`config.mk`:
```
export PLATFORM = sky130hd
export DESIGN_NAME = interpo_hstep
export DESIGN_NICKNAME = d
export VERILOG_FILES = /design/src/rtl/vdp_interpo_pkg.sv /design/src/rtl/interpo_hstep.sv
export SDC_FILE = /design/constraint.sdc
export NUM_CORES = 1
export LEC_CHECK = 0
export CAP_MARGIN = 20
export CORE_ASPECT_RATIO = 0.9
export CORE_MARGIN = 2
export CORE_UTILIZATION = 54
export DETAILED_ROUTE_END_ITERATION = 8
export MAX_ROUTING_LAYER = met4
export PLACE_DENSITY = 0.81
export SETUP_SLACK_MARGIN = 0.1
export SYNTH_ARGS = -nofsm -noshare
export SYNTH_HDL_FRONTEND = slang
export SYNTH_SLANG_ARGS = --single-unit
```
`constraint.sdc`:
```
create_clock -name CLK21M -period 3.58 [get_ports CLK21M]
set_input_delay 0.537 -clock CLK21M [delete_from_list [all_inputs] [get_ports CLK21M]]
set_output_delay 0.537 -clock CLK21M [all_outputs]
set_load 0.01 [all_outputs]
```
`src/rtl/vdp_interpo_pkg.sv`:
```
// Shared constants and helpers for the VDP horizontal interpolation sequencer.
// Widths of the step/phase and line-length fields plus the sequencer state encoding.
package vdp_interpo_pkg;

    localparam int unsigned StepW = 4;
    localparam int unsigned FracW = 3;
    localparam int unsigned LenW  = 10;

    localparam logic [StepW-1:0] StepMax = 4'd8;

    typedef enum logic [2:0] {
        StIdle   = 3'd0,
        StPrimeA = 3'd1,
        StPrimeB = 3'd2,
        StRun    = 3'd3,
        StDrain  = 3'd4
    } state_e;

    // Zero means a full input pixel per output; anything past 8 is clamped so
    // phase + step always fits the 4-bit accumulator.
    function automatic logic [StepW-1:0] norm_step(input logic [StepW-1:0] s);
        return ((s == '0) || (s > StepMax)) ? StepMax : s;
    endfunction

    function automatic logic [LenW-1:0] norm_len(input logic [LenW-1:0] l);
        return (l == '0) ? LenW'(1) : l;
    endfunction

endpackage

```
`src/rtl/interpo_hstep.sv`:
```
// Horizontal interpolation sequencer: holds an A/B sample pair, steps a fractional
// phase, and emits A + (B-A)*phase/8 via an external multiplier, one output per slot.
module interpo_hstep
    import vdp_interpo_pkg::*;
#(
    parameter int unsigned MSBI = 7
) (
    input  logic             CLK21M,
    input  logic             RESET_N,
    input  logic             START,
    input  logic [StepW-1:0] STEP,
    input  logic [LenW-1:0]  LINE_LEN,
    input  logic             IN_VALID,
    output logic             IN_READY,
    input  logic [MSBI:0]    IN_PIX,
    output logic [MSBI+1:0]  DIFF,
    output logic [FracW-1:0] WEIGHT,
    input  logic [MSBI+4:0]  OFF,
    output logic             OUT_VALID,
    input  logic             OUT_READY,
    output logic [MSBI:0]    OUT_PIX,
    output logic             BUSY
);

    state_e           state_q, state_d;
    logic [FracW-1:0] phase_q, phase_d;
    logic [LenW-1:0]  cnt_q, cnt_d;
    logic [StepW-1:0] step_q, step_d;
    logic [LenW-1:0]  len_q, len_d;
    logic [MSBI:0]    a_q, a_d;
    logic [MSBI:0]    b_q, b_d;
    logic             out_valid_q, out_valid_d;
    logic [MSBI:0]    out_pix_q, out_pix_d;

    logic [StepW-1:0]       nxt;
    logic                   carry;
    logic [LenW-1:0]        cnt_inc;
    logic                   last;
    logic                   need_in;
    logic                   slot;
    logic                   fire;
    logic                   in_acc;
    logic signed [MSBI+4:0] off_sh;
    logic [MSBI+4:0]        sum_w;

    assign nxt     = {1'b0, phase_q} + step_q;
    assign carry   = nxt[StepW-1];
    assign cnt_inc = cnt_q + 1'b1;
    assign last    = (cnt_inc == len_q);
    // The final output of a line neither waits for nor consumes a new sample.
    assign need_in = carry & ~last;
    assign slot    = ~out_valid_q | OUT_READY;

    assign fire = (state_q == StRun) & slot & (~need_in | IN_VALID) & ~START;

    always_comb begin
        IN_READY = 1'b0;
        unique case (state_q)
            StPrimeA, StPrimeB: IN_READY = ~START;
            StRun:              IN_READY = slot & need_in & ~START;
            default:            IN_READY = 1'b0;
        endcase
    end

    assign in_acc = IN_READY & IN_VALID;

    // Arithmetic shift floors the signed offset; the sum stays between A and B.
    assign off_sh = $signed(OFF) >>> FracW;
    assign sum_w  = {4'b0000, a_q} + off_sh;

    assign DIFF      = {1'b0, b_q} - {1'b0, a_q};
    assign WEIGHT    = phase_q;
    assign OUT_VALID = out_valid_q;
    assign OUT_PIX   = out_pix_q;
    assign BUSY      = (state_q != StIdle);

    always_comb begin
        state_d     = state_q;
        phase_d     = phase_q;
        cnt_d       = cnt_q;
        step_d      = step_q;
        len_d       = len_q;
        a_d         = a_q;
        b_d         = b_q;
        out_valid_d = out_valid_q;
        out_pix_d   = out_pix_q;

        if (START) begin
            step_d      = norm_step(STEP);
            len_d       = norm_len(LINE_LEN);
            phase_d     = '0;
            cnt_d       = '0;
            out_valid_d = 1'b0;
            a_d         = '0;
            b_d         = '0;
            state_d     = StPrimeA;
        end else begin
            if (out_valid_q && OUT_READY) begin
                out_valid_d = 1'b0;
            end
            unique case (state_q)
                StIdle: begin
                    state_d = StIdle;
                end
                StPrimeA: begin
                    if (in_acc) begin
                        a_d     = IN_PIX;
                        state_d = StPrimeB;
                    end
                end
                StPrimeB: begin
                    if (in_acc) begin
                        b_d     = IN_PIX;
                        state_d = StRun;
                    end
                end
                StRun: begin
                    if (fire) begin
                        out_pix_d   = sum_w[MSBI:0];
                        out_valid_d = 1'b1;
                        phase_d     = nxt[FracW-1:0];
                        cnt_d       = cnt_inc;
                        if (need_in) begin
                            a_d = b_q;
                            b_d = IN_PIX;
                        end
                        if (last) begin
                            state_d = StDrain;
                        end
                    end
                end
                StDrain: begin
                    if (slot) begin
                        state_d = StIdle;
                    end
                end
                default: begin
                    state_d = StIdle;
                end
            endcase
        end
    end

    always_ff @(posedge CLK21M or negedge RESET_N) begin
        if (!RESET_N) begin
            state_q     <= StIdle;
            phase_q     <= '0;
            cnt_q       <= '0;
            step_q      <= StepMax;
            len_q       <= LenW'(1);
            a_q         <= '0;
            b_q         <= '0;
            out_valid_q <= 1'b0;
            out_pix_q   <= '0;
        end else begin
            state_q     <= state_d;
            phase_q     <= phase_d;
            cnt_q       <= cnt_d;
            step_q      <= step_d;
            len_q       <= len_d;
            a_q         <= a_d;
            b_q         <= b_d;
            out_valid_q <= out_valid_d;
            out_pix_q   <= out_pix_d;
        end
    end

endmodule
```
==> impl_metrics.json <==
{
  "run_status": "finished, final reports clean",
  "grt_pass1_vias": 2897,
  "r2r-start": "cnt_q[1]$_DFFE_PN0P_",
  "synth_edf_count": 0,
  "async_flop_share_pct": 100.0,
  "die_y_um": 81.65,
  "drive_gt1_share_pct": 13.18,
  "final_nets": 485,
  "crit_fanout": 5,
  "ioPinCount": 62,
  "via_per_inst": 5.856,
  "cts_buffers": 5,
  "drtAntennaViolNets": 0,
  "max_slew_margin_pct": 29.60,
  "synth_fp_nets": 431,
  "die-area_um2": 7370,
  "finalSetupViolCount": 0,
  "power.density_nw_per_um2": 415.8,
  "maxCapViolations": 0,
  "hold_viol_final": 0,
  "drt-initial-drc-count": 231,
  "cts_max_level": 2,
  "start_util_pct": 55.51,
  "r2r_cells": 8,
  "grt_pass1_wl_um": 13680,
  "root_buffer": "clkbuf_8",
  "p_int_uw": 1284,
  "power_frac_clock_pct": 23.8,
  "fin_area_um2": 4439,
  "vias": 3016,
  "cts_tree": "built",
  "syn_area_um2": 3617,
  "p_seq_share_pct": 41.2,
  "start_kind": "register",
  "cts.sinks": 55,
  "fp.dieW_um": 90.27,
  "ys.flop_type": "dfrtp_1",
  "grt_use_total_pct": 23.57,
  "ys_seq_area_share_pct": 38.12,
  "p_sw_uw": 562.4,
  "fin_setup_tns_ps": 0,
  "fin_skew_ps": 7.677,
  "drc_errors": 0,
  "firstDrtPassIters": 4,
  "finalWorstPathRequiredPeriod_ps": 3396,
  "port_buffers": 57,
  "tightest_slew_ps": 1049,
  "rsz0062_at_grt": "yes",
  "seqCellArea_um2": 1380,
  "synth.avg_cell_area_um2": 9.776,
  "core_um2": 6516,
  "rr_endpoint": "OUT_PIX[2]$_DFFE_PN0P_",
  "overflow": 0,
  "path_class": "register to output pin",
  "placed_cell_area_um2": 4258,
  "synth_cell_types": 55,
  "required_ps": 3040,
  "place.gp.congestion": 0.9569,
  "antenna_cells": 0,
  "rrSetupSlack_ps": 500,
  "worstPathArrival_ps": 2860,
  "cts.clk_slew.worst_paths_ps": 100,
  "p_leak_uw": 0.001847,
  "wl_um": 8234,
  "area.growth.synth_to_final_pct": 22.73,
  "antenna_found_initial": 0,
  "pwr-share-comb_pct": 35.0,
  "wl_per_cell_um": 15.99,
  "syn_inst": 370,
  "rows": 28,
  "irDropWorstVdd_uv": 200.0,
  "grt_max_degree": 50,
  "nFillCells": 531,
  "clock.fmax_mhz": 294.5,
  "min_period_over_period_pct": 94.86,
  "multi_input_area_um2": 2116,
  "cts_hold_buffers": 0,
  "ys_warn_count": 0,
  "synth_seq_cells": 55,
  "swShare_pct": 30.46,
  "end_kind": "output pin",
  "clockBufferDepth": 2,
  "dp_hpwl_um": 6138,
  "min_path_type": "input port to async pin",
  "insertion_delay_ps": 310,
  "slew_viol_final": 0
}
==> how the worst max path moves through the flow <==
stage	startpoint	end	slack, ps	depth (start not counted)
after floorplan	cnt_q[0]$_DFFE_PN0P_	OUT_PIX[0]$_DFFE_PN0P_	790	8
after global placement	cnt_q[0]$_DFFE_PN0P_	IN_READY	250	9
after detailed placement	cnt_q[0]$_DFFE_PN0P_	IN_READY	160	9
after CTS	cnt_q[0]$_DFFE_PN0P_	IN_READY	170	9
after global routing	cnt_q[1]$_DFFE_PN0P_	IN_READY	70	9
final	cnt_q[1]$_DFFE_PN0P_	IN_READY	180	9
==> kinds of logic after synthesis <==
group | Yosys count | share of synthesized area [%]
AND/OR/NAND/NOR | 115 | 18.19
AO/OA/AOI/OAI | 82 | 15.84
flip-flops | 55 | 38.12
multiplexers | 30 | 8.959
XOR/XNOR | 24 | 5.811
buffers and inverters | 42 | 4.843
adder cells (fa/ha/maj) | 22 | 8.233
==> cell type report <==
cell class,count,area share (%)
clock buffer,6,1.860
clock inverter,2,0.8737
inverter,24,2.029
sequential,55,31.09
multi-input combinational,273,47.66
timing repair buffer,65,13.95
tap,90,2.537
==> cells in the final DEF (no fill, tap or decap), drive strengths merged, types with 4 or more instances in the layout <==
| cell type | instances |
|---|---|
| a21o | 5 |
| a21oi | 22 |
| a221oi | 8 |
| a311oi | 10 |
| and3 | 6 |
| buf | 10 |
| clkbuf | 6 |
| clkdlybuf4s50 | 54 |
| dfrtp | 53 |
| ha | 19 |
| inv | 25 |
| mux2 | 19 |
| mux2i | 11 |
| nand2 | 11 |
| nand2b | 19 |
| nand3 | 12 |
| nand4 | 4 |
| nor2 | 25 |
| nor2b | 11 |
| nor3 | 7 |
| nor4 | 6 |
| o21ai | 17 |
| or3 | 4 |
| xnor2 | 16 |
| xor2 | 8 |
==> power by group through the flow <==
stage          combinational [uW]  sequential [uW]  clock [uW]
6_report                      646              761         439
5_1_grt                       706              772         471
4_1_cts                       648              761         445
3_5_place_dp                  639              774           0
3_3_place_gp                  621              766           0
2_1_floorplan                 335              780           0
==> sequential cells by signal, indices dropped and copies added, names as in the netlist <==
name,cells
WEIGHT,3
step_q,4
cnt_q,10
len_q,10
a_q,8
OUT_VALID,1
OUT_PIX,8
b_q,8
state_q,3
==> stage by stage <==
step,setup slack [ps],utilization (%),hold slack (ps),instances,power [uW]
5_1_grt,66.84,68.13,441.2,515,1948
2_1_floorplan,786.4,-,241.4,370,1115
4_1_cts,165.5,67.65,397.7,514,1854
3_5_place_dp,159.2,65.34,495.1,506,1413
3_3_place_gp,248.5,65.34,484.9,506,1388
6_report,184.0,68.13,355.5,515,1846
==> per-layer routing <==
layer | vias to the layer above | GRT usage [%] | part of all wire, %
li1 | 1447 | - | -
met1 | 1469 | 32.98 | 46
met2 | 90 | 37.59 | 47
met3 | 10 | 2.661 | 6.2
met4 | 0 | 5.231 | 0.97
met5 | - | - | 0
==> Yosys cell counts (10+ instances only) <==
master / number / area [um2]
ha_1: 19 / 237.7
o21ai_0: 14 / 70.07
dfrtp_1: 53 / 1326
clkbuf_1: 12 / 45.04
a311oi_1: 10 / 87.58
nand3_1: 11 / 55.05
nor2b_1: 11 / 68.82
nand2b_1: 19 / 118.9
nand2_1: 11 / 41.29
xnor2_1: 16 / 140.1
inv_1: 24 / 90.09
mux2i_1: 11 / 110.1
mux2_2: 19 / 214.0
nor2_1: 23 / 86.33
a21oi_1: 22 / 110.1
==> what timing repair did <==
item | 4_1_cts | 5_1_grt
pin swaps | 0 | 1
resized for setup | 6 | 4
setup buffers | 0 | 1
endpoints found under the setup margin | 1 | 2
==> critical path, cell delays in order, from the launching register on <==
cell and delay (ps):
dfrtp_1 460, ha_4 190, nand3_1 90, o21ai_0 190
o31ai_1 140, or4b_4 590, nor4_4 320, o311a_1 180
nor4_1 60, dlygate4sd2_1 310
No activity file was read; power rests on OpenSTA's default activity.
